$ cat config.mk
export PLATFORM = sky130hd
export DESIGN_NAME = base_to_bin_flat
export DESIGN_NICKNAME = d
export VERILOG_FILES = /design/src/rtl/base_conv_pkg.sv /design/src/rtl/base_to_bin_if.sv /design/src/rtl/base_digit_check.sv /design/src/rtl/base_to_bin.sv /design/src/flat_wrapper.sv
export SDC_FILE = /design/constraint.sdc
export NUM_CORES = 1
export LEC_CHECK = 0
export ABC_AREA = 0
export BUFFER_PORTS_ARGS = -buffer_cell sky130_fd_sc_hd__buf_2
export CAP_MARGIN = 10
export CORE_MARGIN = 1.5
export CORE_UTILIZATION = 30
export CTS_CLUSTER_DIAMETER = 100
export CTS_CLUSTER_SIZE = 10
export DETAILED_ROUTE_END_ITERATION = 7
export PLACE_DENSITY = 0.5
export RECOVER_POWER = 100
export SYNTH_ARGS = -nofsm -noshare
export SYNTH_HDL_FRONTEND = slang
export SYNTH_SLANG_ARGS = --single-unit
$ cat constraint.sdc
create_clock -name clk -period 3.93 [get_ports clk]
set_input_delay 0.1965 -clock clk [delete_from_list [all_inputs] [get_ports clk]]
set_output_delay 0.1965 -clock clk [all_outputs]
set_load 0.05 [all_outputs]
$ cat src/rtl/base_conv_pkg.sv
// Shared definitions for the base-conversion blocks (digit entry and display).
// Contents: sel encodings, the base_to_bin state enum and the radix constants.
// Optional build macro BASE_TO_BIN_SAT_EN removes the ERR state, because
// overflow then clamps to 255 instead of locking up.
package base_conv_pkg;

  localparam logic [1:0] SEL_OCT = 2'b00;
  localparam logic [1:0] SEL_HEX = 2'b01;
  localparam logic [1:0] SEL_DEC = 2'b10;

  localparam int unsigned BASE_OCT = 8;
  localparam int unsigned BASE_HEX = 16;
  localparam int unsigned BASE_DEC = 10;

  typedef enum logic [2:0] {
    IDLE,
    ENTRY,
    MUL,
    ADD,
    DONE
`ifndef BASE_TO_BIN_SAT_EN
    ,
    ERR
`endif
  } state_t;

endpackage

$ cat src/rtl/base_to_bin_if.sv
// Digit-entry bus between a keypad/switch front end (master) and base_to_bin
// (slave).
//   sel[1:0]       base select (00 oct, 01 hex, 10 dec, 11 reserved)
//   digit[3:0]     offered digit, qualified by digit_valid/digit_ready
//   commit, clear  publish request / synchronous restart
//   bin_out[7:0]   last committed value, bin_valid qualifies it
//   overflow       value exceeded 255
//   invalid_digit  one-cycle pulse for a rejected digit
//   ndigits[1:0]   accepted digit count, saturating at 3
interface base_to_bin_if;
  import base_conv_pkg::*;

  logic [1:0] sel;
  logic [3:0] digit;
  logic       digit_valid;
  logic       digit_ready;
  logic       commit;
  logic       clear;
  logic [7:0] bin_out;
  logic       bin_valid;
  logic       overflow;
  logic       invalid_digit;
  logic [1:0] ndigits;

  modport master (
    output sel, digit, digit_valid, commit, clear,
    input  digit_ready, bin_out, bin_valid, overflow, invalid_digit, ndigits
  );

  modport slave (
    input  sel, digit, digit_valid, commit, clear,
    output digit_ready, bin_out, bin_valid, overflow, invalid_digit, ndigits
  );

endinterface

$ cat src/rtl/base_digit_check.sv
// Combinational digit validity check for the selected base.
//   digit[3:0]  candidate digit
//   sel[1:0]    base select; the reserved code rejects every digit
//   valid       digit is legal in that base
module base_digit_check
  import base_conv_pkg::*;
(
  input  logic [3:0] digit,
  input  logic [1:0] sel,
  output logic       valid
);

  always_comb begin
    valid = 1'b0;
    unique case (sel)
      SEL_OCT: valid = (digit < 4'd8);
      SEL_HEX: valid = 1'b1;
      SEL_DEC: valid = (digit < 4'd10);
      default: valid = 1'b0;
    endcase
  end

endmodule

$ cat src/rtl/base_to_bin.sv
// Sequential digit-entry decoder: accumulates octal/hex/decimal digits, one
// per handshake, into an 8-bit binary value with overflow detection.
//   clk   rising-edge clock
//   rst   asynchronous active-high reset
//   bus   base_to_bin_if.slave (digit handshake, commit/clear, results)
// Build macro BASE_TO_BIN_SAT_EN: overflow clamps the value to 255 and entry
// continues; without it overflow parks in ERR until clear/rst.
module base_to_bin
  import base_conv_pkg::*;
(
  input logic          clk,
  input logic          rst,
  base_to_bin_if.slave bus
);

  state_t      state, state_nxt;
  logic [1:0]  sel_q;
  logic [3:0]  digit_q;
  logic [11:0] acc;
  logic [11:0] tmp;
  logic [11:0] sum;
  logic [1:0]  nd_q;
  logic        ovf_q;
  logic        inv_q;
  logic [7:0]  bin_q;
  logic        bv_q;

  logic        xfer;
  logic        fresh;
  logic        entry_st;
  logic [1:0]  sel_eff;
  logic        dig_ok;
  logic        accept;
  logic        reject;
  logic        do_commit;
  logic        ovf_now;

  assign xfer     = bus.digit_valid && bus.digit_ready;
  // IDLE and DONE are where a new number begins, so the live sel applies.
  assign fresh    = (state == IDLE) || (state == DONE);
  assign entry_st = fresh || (state == ENTRY);
  assign sel_eff  = fresh ? bus.sel : sel_q;

  base_digit_check u_check (
    .digit (bus.digit),
    .sel   (sel_eff),
    .valid (dig_ok)
  );

  assign accept    = xfer && entry_st && dig_ok && !bus.clear;
  assign reject    = xfer && entry_st && !dig_ok && !bus.clear;
  // A digit transfer in the same cycle takes precedence over commit.
  assign do_commit = bus.commit && !bus.clear && !xfer &&
                     ((state == IDLE) || (state == ENTRY));
  assign sum       = tmp + {8'd0, digit_q};
  assign ovf_now   = (sum > 12'd255);

  always_ff @(posedge clk or posedge rst) begin
    if (rst) state <= IDLE;
    else     state <= state_nxt;
  end

  always_comb begin
    state_nxt = state;
    if (bus.clear) begin
      state_nxt = IDLE;
    end else begin
      unique case (state)
        IDLE, ENTRY, DONE: begin
          if (accept)         state_nxt = MUL;
          else if (do_commit) state_nxt = DONE;
        end
        MUL: state_nxt = ADD;
        ADD: begin
`ifdef BASE_TO_BIN_SAT_EN
          state_nxt = ENTRY;
`else
          state_nxt = ovf_now ? ERR : ENTRY;
`endif
        end
`ifndef BASE_TO_BIN_SAT_EN
        ERR: state_nxt = ERR;
`endif
        default: state_nxt = IDLE;
      endcase
    end
  end

  always_comb begin
    bus.digit_ready = 1'b1;
    unique case (state)
      MUL, ADD: bus.digit_ready = 1'b0;
      default:  bus.digit_ready = 1'b1;
    endcase
  end

  always_ff @(posedge clk or posedge rst) begin
    if (rst) begin
      sel_q   <= SEL_OCT;
      digit_q <= '0;
      acc     <= '0;
      tmp     <= '0;
      nd_q    <= '0;
      ovf_q   <= 1'b0;
      inv_q   <= 1'b0;
      bin_q   <= '0;
      bv_q    <= 1'b0;
    end else begin
      inv_q <= reject;
      if (bus.clear) begin
        acc   <= '0;
        nd_q  <= '0;
        ovf_q <= 1'b0;
        bv_q  <= 1'b0;
      end else begin
        unique case (state)
          IDLE, ENTRY, DONE: begin
            if (xfer && fresh) sel_q <= bus.sel;
            if (accept) begin
              digit_q <= bus.digit;
              if (state == DONE) begin
                acc   <= '0;
                nd_q  <= '0;
                ovf_q <= 1'b0;
                bv_q  <= 1'b0;
              end
            end else if (do_commit) begin
              bin_q <= acc[7:0];
              bv_q  <= 1'b1;
            end
          end
          MUL: begin
            // Multiply by the latched radix with shifts only.
            unique case (sel_q)
              SEL_OCT: tmp <= acc << 3;
              SEL_HEX: tmp <= acc << 4;
              SEL_DEC: tmp <= (acc << 3) + (acc << 1);
              default: tmp <= acc;
            endcase
          end
          ADD: begin
            if (nd_q != 2'd3) nd_q <= nd_q + 2'd1;
            if (ovf_now) begin
              ovf_q <= 1'b1;
`ifdef BASE_TO_BIN_SAT_EN
              acc   <= 12'd255;
`else
              acc   <= sum;
`endif
            end else begin
              acc <= sum;
            end
          end
          default: ;
        endcase
      end
    end
  end

  assign bus.bin_out       = bin_q;
  assign bus.bin_valid     = bv_q;
  assign bus.overflow      = ovf_q;
  assign bus.invalid_digit = inv_q;
  assign bus.ndigits       = nd_q;

endmodule

$ cat src/flat_wrapper.sv
// flat-port wrapper written by rule: the top's interface ports become plain ports
module base_to_bin_flat import base_conv_pkg::*;
  (clk, rst, bus_sel, bus_digit, bus_digit_valid, bus_commit, bus_clear, bus_digit_ready, bus_bin_out, bus_bin_valid, bus_overflow, bus_invalid_digit, bus_ndigits);
  base_to_bin_if bus_i ();
  input logic clk;
  input logic rst;
  input wire logic [$bits(bus_i.sel)-1:0] bus_sel;
  input wire logic [$bits(bus_i.digit)-1:0] bus_digit;
  input wire logic [$bits(bus_i.digit_valid)-1:0] bus_digit_valid;
  input wire logic [$bits(bus_i.commit)-1:0] bus_commit;
  input wire logic [$bits(bus_i.clear)-1:0] bus_clear;
  output wire logic [$bits(bus_i.digit_ready)-1:0] bus_digit_ready;
  output wire logic [$bits(bus_i.bin_out)-1:0] bus_bin_out;
  output wire logic [$bits(bus_i.bin_valid)-1:0] bus_bin_valid;
  output wire logic [$bits(bus_i.overflow)-1:0] bus_overflow;
  output wire logic [$bits(bus_i.invalid_digit)-1:0] bus_invalid_digit;
  output wire logic [$bits(bus_i.ndigits)-1:0] bus_ndigits;
  assign bus_i.sel = bus_sel;
  assign bus_i.digit = bus_digit;
  assign bus_i.digit_valid = bus_digit_valid;
  assign bus_i.commit = bus_commit;
  assign bus_i.clear = bus_clear;
  assign bus_digit_ready = bus_i.digit_ready;
  assign bus_bin_out = bus_i.bin_out;
  assign bus_bin_valid = bus_i.bin_valid;
  assign bus_overflow = bus_i.overflow;
  assign bus_invalid_digit = bus_i.invalid_digit;
  assign bus_ndigits = bus_i.ndigits;
  base_to_bin u_core (.clk(clk), .rst(rst), .bus(bus_i));
endmodule
# Word level (Yosys, flattened, before mapping)
# Index checks and enable logic that the tools add are counted.
# word_totals
reg_bits	46
latch_bits	0
ramBits	0
romBits	0
in_bits	11
output_inout_bits	14
wordCells	93
n_memories	0
# op_classes
addsub	3
mul	0
div	0
n_lt_le_gt_ge	3
eq_ne	16
shift	0
n_mux	27
bitwise_logic	2
n_reduce_logical	32
# ops
op	n
2-to-1 mux 12 bit	3
one-hot mux 12 bit (3 select lines)	1
one-hot mux 12 bit (2 select lines)	1
adder 12 bit	1
adder 12 x 4 -> 12 bit	1
greater-than comparator 12 x 8 -> 1 bit, second input constant	1
2-to-1 mux 3 bit	4
inequality test 3 x 2 -> 1 bit, second input constant	4
one-hot mux 3 bit (4 select lines)	1
AND reduction 3 bit	4
AND reduction 4 bit	3
logical AND 1 bit	10
2-to-1 mux 2 bit	5
2-to-1 mux 1 bit	9
< comparator 4 bit, second input constant	2
equality test 3 x 2 -> 1 bit, second input constant	2
equality test 3 bit, second input constant	2
nonzero test 3 bit	2
equality test 2 x 1 -> 1 bit, second input constant	2
equality test 2 bit, second input constant	2
zero test 2 bit	2
inequality test 4 x 2 -> 1 bit, second input constant	1
one-hot mux 2 bit (2 select lines)	1
equality test 3 x 1 -> 1 bit, second input constant	1
other kinds (13)	18

# Depth between registers and ports, before layout
# logic_depth
ltp_word	11
mapped_depth	8
mapped_depth_nobuf	8

# By module
# Synthesis repeated with hierarchy kept, for this count alone.
# unflattened
hier_cells	283
area_unflattened_um2	2803.9
# modules_own_cells
module	n_inst	cells_per_inst	area_each_um2
base_to_bin	1	279	2780.2
base_digit_check	1	4	23.8

# Least setup slack after synthesis
# No wires, ideal clock.
# synth_path
kind	register to register
from	register u_core.acc[0]
to	register u_core.tmp[11]
setup_ps	69
arrival_time_ps	2444
t_required_ps	3861
path_slack_ps	1417
path_stages_with_launch	9
path_buffers	0
period_less_slack_ps	2513
cell_sequence	dfrtp_1 -> ha_1 -> fa_1 -> a21o_1 -> a211o_1 -> a2111oi_0 -> o2111ai_1 -> and3_1 -> nand3_1
# synth_via
elab_chain_len	2
# synth_lines
item	line_no	source
start, declared	base_to_bin.sv:19	logic [11:0] acc;
start signal, assigned	base_to_bin.sv:148	acc <= sum;
start signal, assigned	base_to_bin.sv:151	acc <= sum;
adder 12 bit	base_to_bin.sv:137	SEL_DEC: tmp <= (acc << 3) + (acc << 1);
one-hot mux 12 bit (3 select lines)	base_to_bin.sv:134	unique case (sel_q)
end signal, assigned	base_to_bin.sv:135	SEL_OCT: tmp <= acc << 3;
end signal, assigned	base_to_bin.sv:136	SEL_HEX: tmp <= acc << 4;
end signal, assigned	base_to_bin.sv:137	
end, declared	base_to_bin.sv:20	logic [11:0] tmp;
# No other way between the ends.
# A chain may end at the register's enable or synchronous reset.

# Worst setup path after layout
# layout_path
from	register u_core.sel_q[1]
to	register u_core.nd_q[0] (netlist: u_core.bus.ndigits[0])
# layout_via
elab_chain_len	7
elab_cells_between_ends	9
classes_between	eq/ne: 3; mux: 2; reduce/logical: 4
# layout_lines
item	line_no	source
start, declared	base_to_bin.sv:17	logic [1:0] sel_q;
start signal, assigned	base_to_bin.sv:118	if (xfer && fresh) sel_q <= bus.sel;
2-to-1 mux 2 bit (*)	base_to_bin.sv:42	assign sel_eff = fresh ? bus.sel : sel_q;
equality test 2 bit (tied with other cells)	base_digit_check.sv:15	unique case (sel)
one-hot mux 1 bit (3 select lines) (*)	base_digit_check.sv:15	
logical AND 1 bit (*) (2 in a row)	base_to_bin.sv:50	assign accept = xfer && entry_st && dig_ok && !bus.clear;
inequality test 3 x 2 -> 1 bit (no line) (*)	n/a	
AND reduction 4 bit (no line) (*)	n/a	
end signal, assigned	base_to_bin.sv:142	if (nd_q != 2'd3) nd_q <= nd_q + 2'd1;
end, declared	base_to_bin.sv:22	logic [1:0] nd_q;
# Every way passes the cells marked *; elsewhere a longest branch is shown, timed or not.

==> impl_metrics.tcl <==
set metrics [dict create \
    max-cap-violations 1 \
    synth_cells 279 \
    grt_start_max_net_pins 47 \
    grt_usage_pct 14.0 \
    ios 25 \
    cp-start-kind "register" \
    rows 35 \
    cts_tree "done" \
    clk_pin_slew_worst_paths_ns 0.08 \
    hpwl_mm 4.66 \
    holdBufCountCts 0 \
    peakVddDrop_mv 0.143 \
    vias_per_cell 5.20 \
    synth_ff_type "dfrtp_1" \
    fin_crit_sh_pct 72.3 \
    cts_buffer_depth 2 \
    status "complete, but fails checks" \
    synth_area_per_cell_um2 10.1 \
    hp-class "in2reg" \
    first_iter_violations 110 \
    dieArea_um2 10000 \
    worst_path_max_delay_cell "dfrtp_1" \
    yosys.cell_types.count 56 \
    vias 2123 \
    synth_area_leaders "dfrtp_1, mux2_2, ha_1" \
    finalSetupViolCount 0 \
    drc 0 \
    io_buffers 24 \
    antenna_found_initial 0 \
    area_growth_pct 9.25 \
    hold_viol 0 \
    grtUsageMet2_pct 21.4 \
    synth_top_area_share_pct 40.7 \
    start_util_pct 30.7 \
    synth_warnings 0 \
    drtAntennaViolNets 0 \
    grt_pass1_vias 2134 \
    switching_share_pct 39.5 \
    seqPwrFrac_pct 49.0 \
    cts_sinks 46 \
    htreeDepth 2 \
    die_h_um 100 \
    fin_crit_ns 2.84 \
    clkLatencyLatePin_ns 0.30 \
    pwr-share-comb_pct 30.4 \
    synth_area_leader_cell "dfrtp_1" \
    synth-seq-cells 46 \
    die_x_um 100 \
    root_buffer "clkbuf_8" \
    grt_pass1_wl_mm 11.0 \
    synth_area_um2 2830 \
    busiest_layer "met2" \
    tightest_slew_ns 1.74 \
    p_per_area_nw_per_um2 469 \
    dr.pass1.iters 6 \
    core_area_um2 9200 \
    fin_skew_ns 0.00533 \
    ctsResizeCount 0 \
    slowest_delay_ns 0.82 \
    timing.fmax_mhz 352 \
    numCtsBuffers 5 \
    routed_wl_mm 6.44 \
    ys_seq_area_share_pct 40.7 \
    post_cts_buffers 0 \
    avgRoutedWirePerCell_um 15.8 \
    nets 322 \
    num_antenna_cells 0 \
    drive_gt1_share_pct 14.8 \
    hold_slack_ns 0.136 \
    failed_checks "max-capacitance violations, max-slew violations" \
    place.gp.congestion 0.746 \
    grt-ovfl-total 0 \
    end_kind "register" \
    critPathMaxFanout 21 \
    path_cells "o21ai_0 -> a211o_1 -> a2111oi_4 -> a221oi_2 -> a21o_1 -> mux2_1" \
    intPower_mw 0.877 \
    cp.arrival_ns 3.02 \
    switchingPower_mw 0.572 \
    rsz0062_at_grt "no" \
    synth-edff-count 0 \
    async_reset_ff_share_pct 100 \
    fin_setup_tns_ns 0 \
    grt_use_met1_pct 20.5 \
    required_ns 4.11 \
    slew_violations 47 \
    path_class "reg2reg" \
    use_met3_pct 2.37 \
    p_leak_nw 1.41 \
    syn_nets 305 \
    clockPowerShare_pct 20.7 \
    max-slew-margin-rel_pct -16.4 \
]
## cell families (layout without fill, tap and decap cells)
group	after synthesis	count (layout)	share of synthesized area, %
AND/OR/NAND/NOR	84	84	14.2
XOR/XNOR	15	15	4.65
flip-flops	46	46	40.7
buffers and inverters	21	39	3.32
AO/OA/AOI/OAI	72	72	17.9
adder cells (fa/ha/maj)	15	15	7.17
multiplexers	26	26	12.0
## flip-flops by register name, indices dropped and copies added (netlist names)
signal / flops
u_core.tmp: 12
u_core.bus.bin_valid: 1
u_core.digit_q: 4
u_core.bus.invalid_digit: 1
u_core.acc: 12
u_core.state: 3
u_core.sel_q: 2
u_core.bus.ndigits: 2
u_core.bus.overflow: 1
u_core.bus.bin_out: 8
## critical path, delay by kind of cell, from the launching register on
kind               cells  cell delay, ns
AOI/OAI and AO/OA      5            1.62
DFF                    1            0.82
muxes                  1            0.30
## power by group through the flow
stage                     registers (mW)  logic, mW  clock network [mW]
after floorplan                    0.648      0.405                   0
after global placement             0.715      0.445                   0
after detailed placement           0.717      0.448                   0
after CTS                          0.708      0.449               0.314
after global routing               0.735      0.493               0.327
final                              0.710      0.440               0.300
## cell type report
cell class              count  area (um^2)
clock inverters             1         5.00
inverters                   7         26.3
repair buffers             24          103
fillers                   935         6110
clock buffers               7         86.3
flip-flops and latches     46         1150
multi-input cells         212         1580
well taps                 111          139
## layer usage
metal	routed length (um)	up-vias
met4	41	0
met2	2910	28
met3	138	6
met5	0	-
li1	-	1063
met1	3350	1026
## through the flow
stage	power [mW]	utilization (%)	setup WS (ns)	area (um^2)	cells
after detailed placement	1.16	32.8	1.13	3020	400
after CTS	1.47	33.8	1.11	3110	408
after global routing	1.55	33.6	0.804	3090	408
after global placement	1.16	32.8	1.22	3020	400
after floorplan	1.05	-	1.42	2830	279
final	1.45	33.6	1.09	3090	408
## final timing paths
check	slack [ns]	endpoint	cells after the start	from
min	0.14	u_core.digit_q[0]	2	bus_digit[0]
max	1.09	u_core.bus.ndigits[0]	6	u_core.sel_q[1]
min reg2reg	0.50	u_core.tmp[2]	2	u_core.tmp[2]
max in group asynchronous	2.48	u_core.tmp[10]	2	rst
max reg2reg	1.09	u_core.bus.ndigits[0]	6	u_core.sel_q[1]
min in group asynchronous	0.43	u_core.state[0]	2	rst
## synth_stat cells (all sizes together), types with 2 or more instances
library cell and number:
buf 5, xnor2 8, nand4 2, inv 7
clkbuf 9, nor2 12, and2 2, nand3 5
and3 5, a21o 4, fa 2, ha 13
a21oi 10, mux2 20, a2111oi 4, a2bb2oi 2
nor4 2, nand2 42, a211o 4, xor2 7
dfrtp 46, o21ai 23, a22o 4, nor3 2
nand3b 2, mux2i 2, o211ai 5, a211oi 3
mux4 4
## cells in the final DEF, fill, tap and decap left out, types with 6 or more instances in the layout
master,Yosys,routed
mux2_2,19,19
dfrtp_1,46,46
a21oi_1,10,10
nor2_1,12,12
xor2_1,7,7
buf_2,3,10
inv_1,7,7
nand2_1,42,42
ha_1,13,13
o21ai_0,23,23
clkbuf_1,9,15
xnor2_1,8,8
clkbuf_8,0,6
No activity file was read; power rests on OpenSTA's default activity.
